[src/rtl/jit_pkg.sv]
// Shared definitions for the JIT accelerator ALU: data width, op codes and
// the MAC burst-length decode.
package jit_pkg;

    localparam int JIT_DATA_W = 32;

    typedef enum logic [1:0] {
        JIT_OP_ADD = 2'b00,
        JIT_OP_SUB = 2'b01,
        JIT_OP_MUL = 2'b10,
        JIT_OP_MAC = 2'b11
    } jit_op_e;

    // Burst length code 00/01/10/11 maps to 1/2/4/8 pairs.
    function automatic logic [3:0] jit_burst_len(input logic [1:0] code);
        return 4'd1 << code;
    endfunction

endpackage

[src/rtl/jit_fifo.sv]
// Output result buffer: power-of-two depth FIFO that accepts a push and a pop
// in the same cycle even when full. Reads as zero while empty.
module jit_fifo #(
    parameter int WIDTH = 32,
    parameter int DEPTH = 4
) (
    input  logic                   clk,
    input  logic                   rst,
    input  logic                   push,
    input  logic                   pop,
    input  logic [WIDTH-1:0]       din,
    output logic [WIDTH-1:0]       dout,
    output logic                   full,
    output logic                   empty,
    output logic [$clog2(DEPTH):0] count
);

    localparam int AW = $clog2(DEPTH);

    logic [WIDTH-1:0] r_mem [DEPTH];
    logic [AW-1:0]    r_wrPtr;
    logic [AW-1:0]    r_rdPtr;
    logic [AW:0]      r_count;
    logic             w_doPush;
    logic             w_doPop;

    // A push into a full FIFO is legal only when the head leaves in the same cycle.
    assign w_doPop  = pop & ~empty;
    assign w_doPush = push & (~full | w_doPop);

    assign full  = (r_count == (AW+1)'(DEPTH));
    assign empty = (r_count == '0);
    assign count = r_count;
    assign dout  = empty ? '0 : r_mem[r_rdPtr];

    always_ff @(posedge clk) begin
        if (w_doPush) begin
            r_mem[r_wrPtr] <= din;
        end
    end

    always_ff @(posedge clk or posedge rst) begin
        if (rst) begin
            r_wrPtr <= '0;
            r_rdPtr <= '0;
            r_count <= '0;
        end else begin
            if (w_doPush) begin
                r_wrPtr <= r_wrPtr + 1'b1;
            end
            if (w_doPop) begin
                r_rdPtr <= r_rdPtr + 1'b1;
            end
            case ({w_doPush, w_doPop})
                2'b10:   r_count <= r_count + 1'b1;
                2'b01:   r_count <= r_count - 1'b1;
                default: r_count <= r_count;
            endcase
        end
    end

endmodule

[src/rtl/jit_acc_alu.sv]
// Two-stage stream ALU (ADD/SUB/MUL/MAC) joining operand streams A and B,
// with credit-based acceptance into an output FIFO so nothing is ever dropped.
module jit_acc_alu
    import jit_pkg::*;
#(
    parameter int FIFO_DEPTH = 4
) (
    input  logic                  ACLK,
    input  logic                  ARESET,
    output logic                  sA_tready,
    input  logic                  sA_tvalid,
    input  logic [JIT_DATA_W-1:0] sA_tdata,
    output logic                  sB_tready,
    input  logic                  sB_tvalid,
    input  logic [JIT_DATA_W-1:0] sB_tdata,
    input  logic                  mC_tready,
    output logic                  mC_tvalid,
    output logic [JIT_DATA_W-1:0] mC_tdata,
    input  logic [3:0]            CONF,
    output logic                  BUSY
);

    localparam int CW = $clog2(FIFO_DEPTH) + 1;

    logic [CW-1:0]         w_count;
    logic                  w_full;
    logic                  w_empty;
    logic                  w_push;
    logic                  w_pop;
    logic                  w_credit;
    logic                  w_accept;
    logic                  w_inBurst;
    logic                  w_last;
    jit_op_e               w_effOp;
    logic [3:0]            w_effLen;
    logic [JIT_DATA_W-1:0] w_prod;
    logic [JIT_DATA_W-1:0] w_macSum;
    logic [JIT_DATA_W-1:0] w_result;
    logic [JIT_DATA_W-1:0] w_fifoDout;

    logic                  r_s1Valid;
    logic                  r_s1Last;
    jit_op_e               r_s1Op;
    logic [JIT_DATA_W-1:0] r_s1A;
    logic [JIT_DATA_W-1:0] r_s1B;
    logic [3:0]            r_burstCnt;
    logic [3:0]            r_burstLen;
    logic [3:0]            r_macCnt;
    logic [JIT_DATA_W-1:0] r_acc;

    assign w_pop = mC_tvalid & mC_tready;

    // Credit: FIFO occupancy plus stage 1 must stay below depth, counting a pop this cycle.
    always_comb begin
        w_credit = ~w_full | w_pop;
        if (r_s1Valid) begin
            w_credit = w_pop ? ~w_full : (w_count < CW'(FIFO_DEPTH - 1));
        end
    end

    assign sA_tready = sA_tvalid & sB_tvalid & w_credit & ~ARESET;
    assign sB_tready = sA_tready;
    assign w_accept  = sA_tready;

    // While a MAC burst is open, CONF is ignored and the latched length rules.
    assign w_inBurst = (r_burstCnt != 4'd0);
    assign w_effOp   = w_inBurst ? JIT_OP_MAC : jit_op_e'(CONF[1:0]);
    assign w_effLen  = w_inBurst ? r_burstLen : jit_burst_len(CONF[3:2]);
    assign w_last    = ((r_burstCnt + 4'd1) == w_effLen);

    always_ff @(posedge ACLK or posedge ARESET) begin
        if (ARESET) begin
            r_burstCnt <= 4'd0;
            r_burstLen <= 4'd1;
        end else if (w_accept && (w_effOp == JIT_OP_MAC)) begin
            if (!w_inBurst) begin
                r_burstLen <= w_effLen;
            end
            r_burstCnt <= w_last ? 4'd0 : r_burstCnt + 4'd1;
        end
    end

    always_ff @(posedge ACLK or posedge ARESET) begin
        if (ARESET) begin
            r_s1Valid <= 1'b0;
            r_s1Last  <= 1'b0;
            r_s1Op    <= JIT_OP_ADD;
            r_s1A     <= '0;
            r_s1B     <= '0;
        end else begin
            r_s1Valid <= w_accept;
            if (w_accept) begin
                r_s1Last <= w_last;
                r_s1Op   <= w_effOp;
                r_s1A    <= sA_tdata;
                r_s1B    <= sB_tdata;
            end
        end
    end

    assign w_prod   = r_s1A * r_s1B;
    assign w_macSum = r_acc + w_prod;

    always_comb begin
        w_result = r_s1A + r_s1B;
        case (r_s1Op)
            JIT_OP_ADD: w_result = r_s1A + r_s1B;
            JIT_OP_SUB: w_result = r_s1A - r_s1B;
            JIT_OP_MUL: w_result = w_prod;
            JIT_OP_MAC: w_result = w_macSum;
            default:    w_result = r_s1A + r_s1B;
        endcase
    end

    // Only the final pair of a MAC burst produces a result.
    assign w_push = r_s1Valid & ((r_s1Op != JIT_OP_MAC) | r_s1Last);

    always_ff @(posedge ACLK or posedge ARESET) begin
        if (ARESET) begin
            r_acc    <= '0;
            r_macCnt <= 4'd0;
        end else if (r_s1Valid && (r_s1Op == JIT_OP_MAC)) begin
            if (r_s1Last) begin
                r_acc    <= '0;
                r_macCnt <= 4'd0;
            end else begin
                r_acc    <= w_macSum;
                r_macCnt <= r_macCnt + 4'd1;
            end
        end
    end

    jit_fifo #(
        .WIDTH (JIT_DATA_W),
        .DEPTH (FIFO_DEPTH)
    ) u_fifo (
        .clk   (ACLK),
        .rst   (ARESET),
        .push  (w_push),
        .pop   (w_pop),
        .din   (w_result),
        .dout  (w_fifoDout),
        .full  (w_full),
        .empty (w_empty),
        .count (w_count)
    );

    assign mC_tvalid = ~w_empty;
    assign mC_tdata  = w_fifoDout;
    assign BUSY      = r_s1Valid | ~w_empty | (r_macCnt != 4'd0) | w_inBurst;

endmodule

[config.mk]
export PLATFORM = sky130hd
export DESIGN_NAME = jit_acc_alu
export DESIGN_NICKNAME = d
export VERILOG_FILES = /design/src/rtl/jit_pkg.sv /design/src/rtl/jit_fifo.sv /design/src/rtl/jit_acc_alu.sv
export SDC_FILE = /design/constraint.sdc
export NUM_CORES = 2
export LEC_CHECK = 0
export ABC_AREA = 1
export CAP_MARGIN = 30
export CORE_MARGIN = 3
export CORE_UTILIZATION = 55
export CTS_CLUSTER_DIAMETER = 80
export DETAILED_ROUTE_END_ITERATION = 8
export DONT_BUFFER_PORTS = 1
export PLACE_DENSITY_LB_ADDON = 0.08
export SLEW_MARGIN = 20
export SYNTH_ARGS = -nofsm -noshare
export SYNTH_HDL_FRONTEND = slang
export SYNTH_SLANG_ARGS = --single-unit
[constraint.sdc]
create_clock -name ACLK -period 9.9 [get_ports ACLK]
set_input_delay 1.98 -clock ACLK [delete_from_list [all_inputs] [get_ports ACLK]]
set_output_delay 1.98 -clock ACLK [all_outputs]
set_load 0.03 [all_outputs]
* Yosys cells after proc, flatten, opt, wreduce, memory -nomap -nowiden
Memory sizes are Yosys's and may differ from the RTL's.
Cells that the tools add are included.
** Storage, ports and cells
- Output and inout port bits :: 36
- Bits of input ports :: 73
- Memories kept :: 1
- Word-level logic and storage cells :: 71
- Register bits after elaboration :: 119
- Memory bits (writable) :: 128
** Cells by class
- Multiplexer cells :: 12
- Equality and inequality tests :: 9
- Order comparisons :: 1
- Bitwise gates (word level) :: 17
- Add/sub/neg operators :: 9
- Reductions and logical operators :: 8
- $mul :: 1
- Shifts and indexed selects :: 1
** Memories
- u_fifo.r_mem :: depth 4, width 32, read ports 1, clocked after memory_dff 0, write ports 1, RTL line jit_fifo.sv:20 : logic [WIDTH-1:0] r_mem [DEPTH];
** Operators with widths (count)
- one-hot mux 32 bit (4 select lines) :: 1
- adder 32 bit :: 2
- 2-to-1 mux 32 bit :: 2
- multiplier 32 x 32 -> 32 bit :: 1
- subtractor 32 bit :: 1
- 2-to-1 mux 4 bit :: 3
- adder 4 x 1 -> 4 bit (second input constant) :: 2
- equality test 2 bit (second input constant) :: 4
- nonzero test 4 bit :: 2
- bitwise AND 1 bit :: 7
- bitwise OR 1 bit :: 6
- one-hot mux 3 bit (2 select lines) :: 1
- adder 2 x 1 -> 2 bit (second input constant) :: 2
- equality test 2 x 1 -> 1 bit (second input constant) :: 2
- equality test 4 bit :: 1
- 2-to-1 mux 1 bit :: 4
- inverter 1 bit :: 4
- << shifter 1 x 2 -> 4 bit (first input constant) :: 1
- adder 3 x 1 -> 3 bit (second input constant) :: 1
- equality test 3 bit (second input constant) :: 1
- logical NOT 3 bit :: 1
- < comparator 3 x 2 -> 1 bit (second input constant) :: 1
- subtractor 3 x 1 -> 3 bit (second input constant) :: 1
- logical AND 1 bit :: 2
- 5 further kinds :: 5

* Longest topological paths before layout
- Depth in word-level cells :: 9
- Gate-level depth with buffers :: 41
- Mapped depth without buffers :: 39

* Hierarchy
A second synthesis with hierarchy kept.
** Second synthesis, totals
- Cell total of the unflattened synthesis :: 3916
- Area total of the unflattened synthesis :: 30754.5 µm²
** Modules (own cells, without submodules)
- jit_acc_alu :: instances 1, cells an instance 3482, area an instance 25341.8 µm², sequential area each 2803.9 µm²
- jit_fifo :: instances 1, cells an instance 434, area an instance 5412.7 µm², sequential area each 4018.9 µm²

* Least setup slack after synthesis
No wires, ideal clock.
- Kind :: reg-to-reg
- From :: register r_s1B[5]
- To :: memory u_fifo.r_mem[0][27] (data pin)
- Arrival :: 7800 ps
- Period minus slack after synthesis :: 8078 ps
- Library setup time :: 278 ps
- Required time :: 9622 ps
- Path buffers :: 2
- Setup slack :: 1822 ps
- Cell stages (with the launch flop) :: 36
- Cells stage by stage :: dfrtp_1 -> clkbuf_1 -> buf_1 -> nand2_1 -> inv_1 -> fa_1 -> fa_1 -> fa_1 -> inv_1 -> fa_1 -> inv_1 -> fa_1 -> inv_1 -> fa_1 -> inv_1 -> fa_1 -> fa_1 -> ha_1 -> nand2_1 -> nor2_1 -> nor3b_2 -> nand4_1 -> nand3_1 -> nand3_1 -> nand2_2 -> inv_2 -> o21bai_4 -> xor2_2 -> ha_1 -> a21oi_1 -> o21ai_0 -> a221oi_1 -> nand2_1 -> or2_2 -> nand3_1 -> nand3_1
** Between the ends
- Word-level cells in the longest chain between the ends :: 3
- Elaborated cells on any way between the ends :: 5
- Those cells by class :: add/sub (3); mul (1); mux (1)
** Ends and longest elaborated chain
- start, declared :: RTL line jit_acc_alu.sv:45 : logic [JIT_DATA_W-1:0] r_s1B;
- start signal, assigned :: RTL line jit_acc_alu.sv:96 : r_s1B <= sB_tdata;
- multiplier 32 x 32 -> 32 bit :: RTL line jit_acc_alu.sv:101 : assign w_prod = r_s1A * r_s1B;
- adder 32 bit :: RTL line jit_acc_alu.sv:102 : assign w_macSum = r_acc + w_prod;
- one-hot mux 32 bit (4 select lines) * :: RTL line jit_acc_alu.sv:106 : case (r_s1Op)
- named net u_fifo.din[27] :: RTL line jit_fifo.sv:11 : input logic [WIDTH-1:0] din,
- end, declared :: RTL line jit_fifo.sv:20
The timed path passes the listed nets; every way through them passes the cells marked *.

* Worst setup path after layout
- From :: register r_s1B[17]
- To :: memory u_fifo.r_mem[2][31] (data pin)
Same word-level chain as after synthesis.

==> impl.org <==
** Synthesis
- Synth unique cells :: 59
- The share of synthesized area in the top cell type comes to 0.2627.
- Synthesis produced 4024 cells.
- Number of warning messages in the yosys log :: 0
- By area the synthesized netlist is led by fa_1 (26%), nand2_1 (13%), edfxtp_1 (12%).
- Dominant register cell in the synthesized netlist :: edfxtp_1
- Sequential cell area fraction in the yosys report :: 0.2178
- Biggest area consumer among synthesized cells :: fa_1
- After synthesis, the share of flip-flops with an asynchronous set or reset is 0.4818.
- Counting flops with a built-in enable in the synthesized netlist gives 128.
- Synthesis-stage register bit count :: 247
- By count the netlist is led by nand2_1 (1095), inv_1 (885), fa_1 (411), nor2_1 (234), ha_1 (195).
- Most used standard cell by instance count after synthesis :: nand2_1
- Post-Syn Nets :: 4703
- In this run the mean area of a mapped cell was 7.785 sq um.
- Netlist area before placement :: 0.03133 sq mm

** Timing
- Worst clock skew :: 25.89 ps
- Derived from the worst setup path, the maximum achievable clock frequency is 104.7 MHz.
- Ratio of final minimum period to clock period :: 0.9643
- Setup repair after global routing left no endpoint under its margin.
- Counting I/O delays and the setup requirement, the final critical path takes 9547 ps.
- At the pin with the least slew margin, the transition time is 1009 ps.
- Total negative setup slack :: 0 ps
- Fin. max-slew vios :: 0
- Setup violations remaining at the end of the flow were counted as 0.
- Headroom to the max-slew limit :: 0.3274
- The number of hold violations in the final report was 0.

** Die
- From bottom edge to top edge, the die measures 244.7 um.
- Die footprint :: 0.05985 sq mm
- Area of the core :: 0.05574 sq mm
- The floorplan has 86 rows.
- IO Count :: 109
- Starting density of the core :: 0.5620
- The die is 244.7 um wide.

** Final layout
- The repair_antennas step left the layout with diodes totalling 0.
- At the end of the flow the core is filled with cells to 0.5943.
- Nets :: 4636
- Fraction of layout instances using a drive strength above 1 :: 0.05278
- After routing the design area is 0.03313 sq mm.
- From synthesis to final layout, the design area changed by 5.752%.
- # fillers :: 5209

** Global route
- Entering global routing, the biggest net connects 78 pins.
- The total overflow left after global routing is 0.
- Total global-route track usage :: 0.3224
- The number of antenna violations at the first check in global routing was 3.
- The first global-routing pass estimated 147900 um of wire.
- After global routing, the most crowded layer is met2.
- For met2 alone, demand over resource in global routing was 0.5130.
- For met3 alone, demand over resource in global routing was 0.04359.
- Number of global-route vias before repair :: 25.10k
- Met1 usage in global routing :: 0.4599

** Outcome
- Run status :: finished, final reports clean

** CTS
- Root buffer selected by CTS :: clkbuf_16
- CTS max path bufs :: 3
- Insertion delay to the later sink of the worst-skew pair :: 570 ps
- TritonCTS built the clock tree.
- Clock-pin slew on the worst setup and hold paths :: 60 ps
- Buffers added to address setup during post-CTS repair amount to 0.
- Counting the buffers created by CTS gives 28.
- # H-tree levels :: 1
- Buffers inserted to repair hold after CTS numbered 0.
- CTS sink cnt :: 247

** Critical path
- For the worst setup path, the data arrival time is 9840 ps.
- Startpoint Class :: register
- CP Class :: reg2reg
- Data required, critical path :: 10190 ps
- The cell that appears most often on the critical path is nand2_1.
- The number of cells on the worst reg-to-reg path is 32.
- The endpoint identified for the worst register-to-register timing path is u_fifo.r_mem[2][31].
- In this run the critical register-to-register path is launched from r_s1B[17].
- The worst setup path is captured at a register.
- Worst-case register-to-register setup slack :: 350 ps
- CP max stage delay :: 1000 ps
- Among all stages on the critical path, the largest delay is contributed by dfrtp_1.
- Along the worst path, the maximum fanout reaches 19.

** Placed design
- Number of I/O port buffers :: 0
- Routability cong. :: 1.033
- HPWL after detailed placement :: 76300 um
- Summing all placed instances gives a cell area of 0.03213 sq mm.

** Min path
- Kind of path behind the tightest hold check :: reg2reg
- Counting instances, the worst hold path has a depth of 2.
- In this run the most critical hold path is launched from r_burstLen[0].
- Destination of the worst hold path :: r_burstLen[0]

** Run
- Maximum Capacitance Violations :: 0

** Route
- Initial detailed-routing violation count :: 2419
- Wirelength per Cell :: 19.89 um
- Dividing the detail-routed via count by the number of cells gives 5.362.
- For this run, design rule violations remaining after detail routing come to 0.
- The pre-antenna-repair detailed-routing pass consisted of 5 iterations.
- In this run the remaining antenna-violating nets after routing total 0.
- Summed over all layers, the routed wires come to 94030 um.
- Routed vias :: 25.34k
-- metrics by stage --
stage	std cells	hold slack, ps	setup WS [ps]
global placement	4672	462.9	617.6
CTS	4725	475.6	585.3
detailed placement	4673	467.7	626.5
finish	4727	472.8	353.2
floorplan	4024	449.7	1822
global route	4727	486.2	17.13
-- logic make-up (layout without fill, tap and decap cells) --
group / Yosys count / in the layout / synth area share
compound gates: 455 / 455 / 0.08244
xor+xnor: 97 / 97 / 0.02736
fa+ha+maj: 606 / 606 / 0.3405
buf+inv: 1080 / 1035 / 0.1328
flops: 247 / 247 / 0.2178
mux: 1 / 1 / 0.0003595
simple gates: 1538 / 1538 / 0.1987
-- state kept, by name, indices dropped and copies added (netlist names) --
register        cells
r_acc              32
r_burstCnt          4
r_burstLen          4
r_macCnt            4
r_s1A              32
r_s1B              32
r_s1Last            1
r_s1Op              2
r_s1Valid           1
u_fifo.count        3
u_fifo.r_mem      128
u_fifo.r_rdPtr      2
u_fifo.r_wrPtr      2
-- layout make-up --
cell class / instances / area [sq um] / share of cell area
well taps: 748 / 935.9 / 0.02825
flip-flops and latches: 247 / 6827 / 0.2061
clock buffers: 37 / 775.7 / 0.02342
repair buffers: 78 / 650.6 / 0.01964
inverters: 905 / 3403 / 0.1027
multi-input cells: 2697 / 20360 / 0.6146
clock inverters: 15 / 173.9 / 0.005250
-- layout by cell type (no fill, tap or decap), drive strengths merged, types with 118 or more instances in the layout --
master	Yosys	routed
nand2	1111	1111
inv	899	902
fa	411	411
nor2	243	243
o21ai	207	207
ha	195	195
a21oi	161	161
edfxtp	128	128
dfrtp	118	118
nand3	118	118
-- what timing repair did --
action                                  4_1_cts  5_1_grt
endpoints found under the setup margin        0        4
endpoints found under the hold margin         0        0
gates resized for setup                       0        2
-- critical path: cells and delay by family, from the launching register on --
kind | cells | cell delay (ps)
XOR/XNOR | 1 | 320
adder cells (fa/ha/maj) | 10 | 4740
buffers and inverters | 5 | 280
flip-flops | 1 | 1000
AND/OR/NAND/NOR | 16 | 2910
-- worst max path at each step --
| stage | from | slack, ps | to |
|---|---|---|---|
| after floorplan | r_s1B[5] | 1820 | u_fifo.r_mem[0][27] |
| after global placement | r_s1A[5] | 620 | u_fifo.r_mem[2][31] |
| after detailed placement | r_s1A[5] | 630 | u_fifo.r_mem[2][31] |
| after CTS | r_s1A[5] | 590 | u_fifo.r_mem[2][31] |
| after global routing | r_s1B[2] | 20 | u_fifo.r_mem[2][31] |
| final | r_s1B[17] | 350 | u_fifo.r_mem[2][31] |
-- routing by layer --
metal | up-vias | part of all wire
met2 | 922 | 0.45
met3 | 152 | 0.073
met5 | - | 0.00044
met1 | 12260 | 0.43
li1 | 12000 | -
met4 | 6 | 0.041
Power is left out: the tool's default activity adds up to more than one toggle a clock period on the data nets, which glitch-free logic cannot reach.
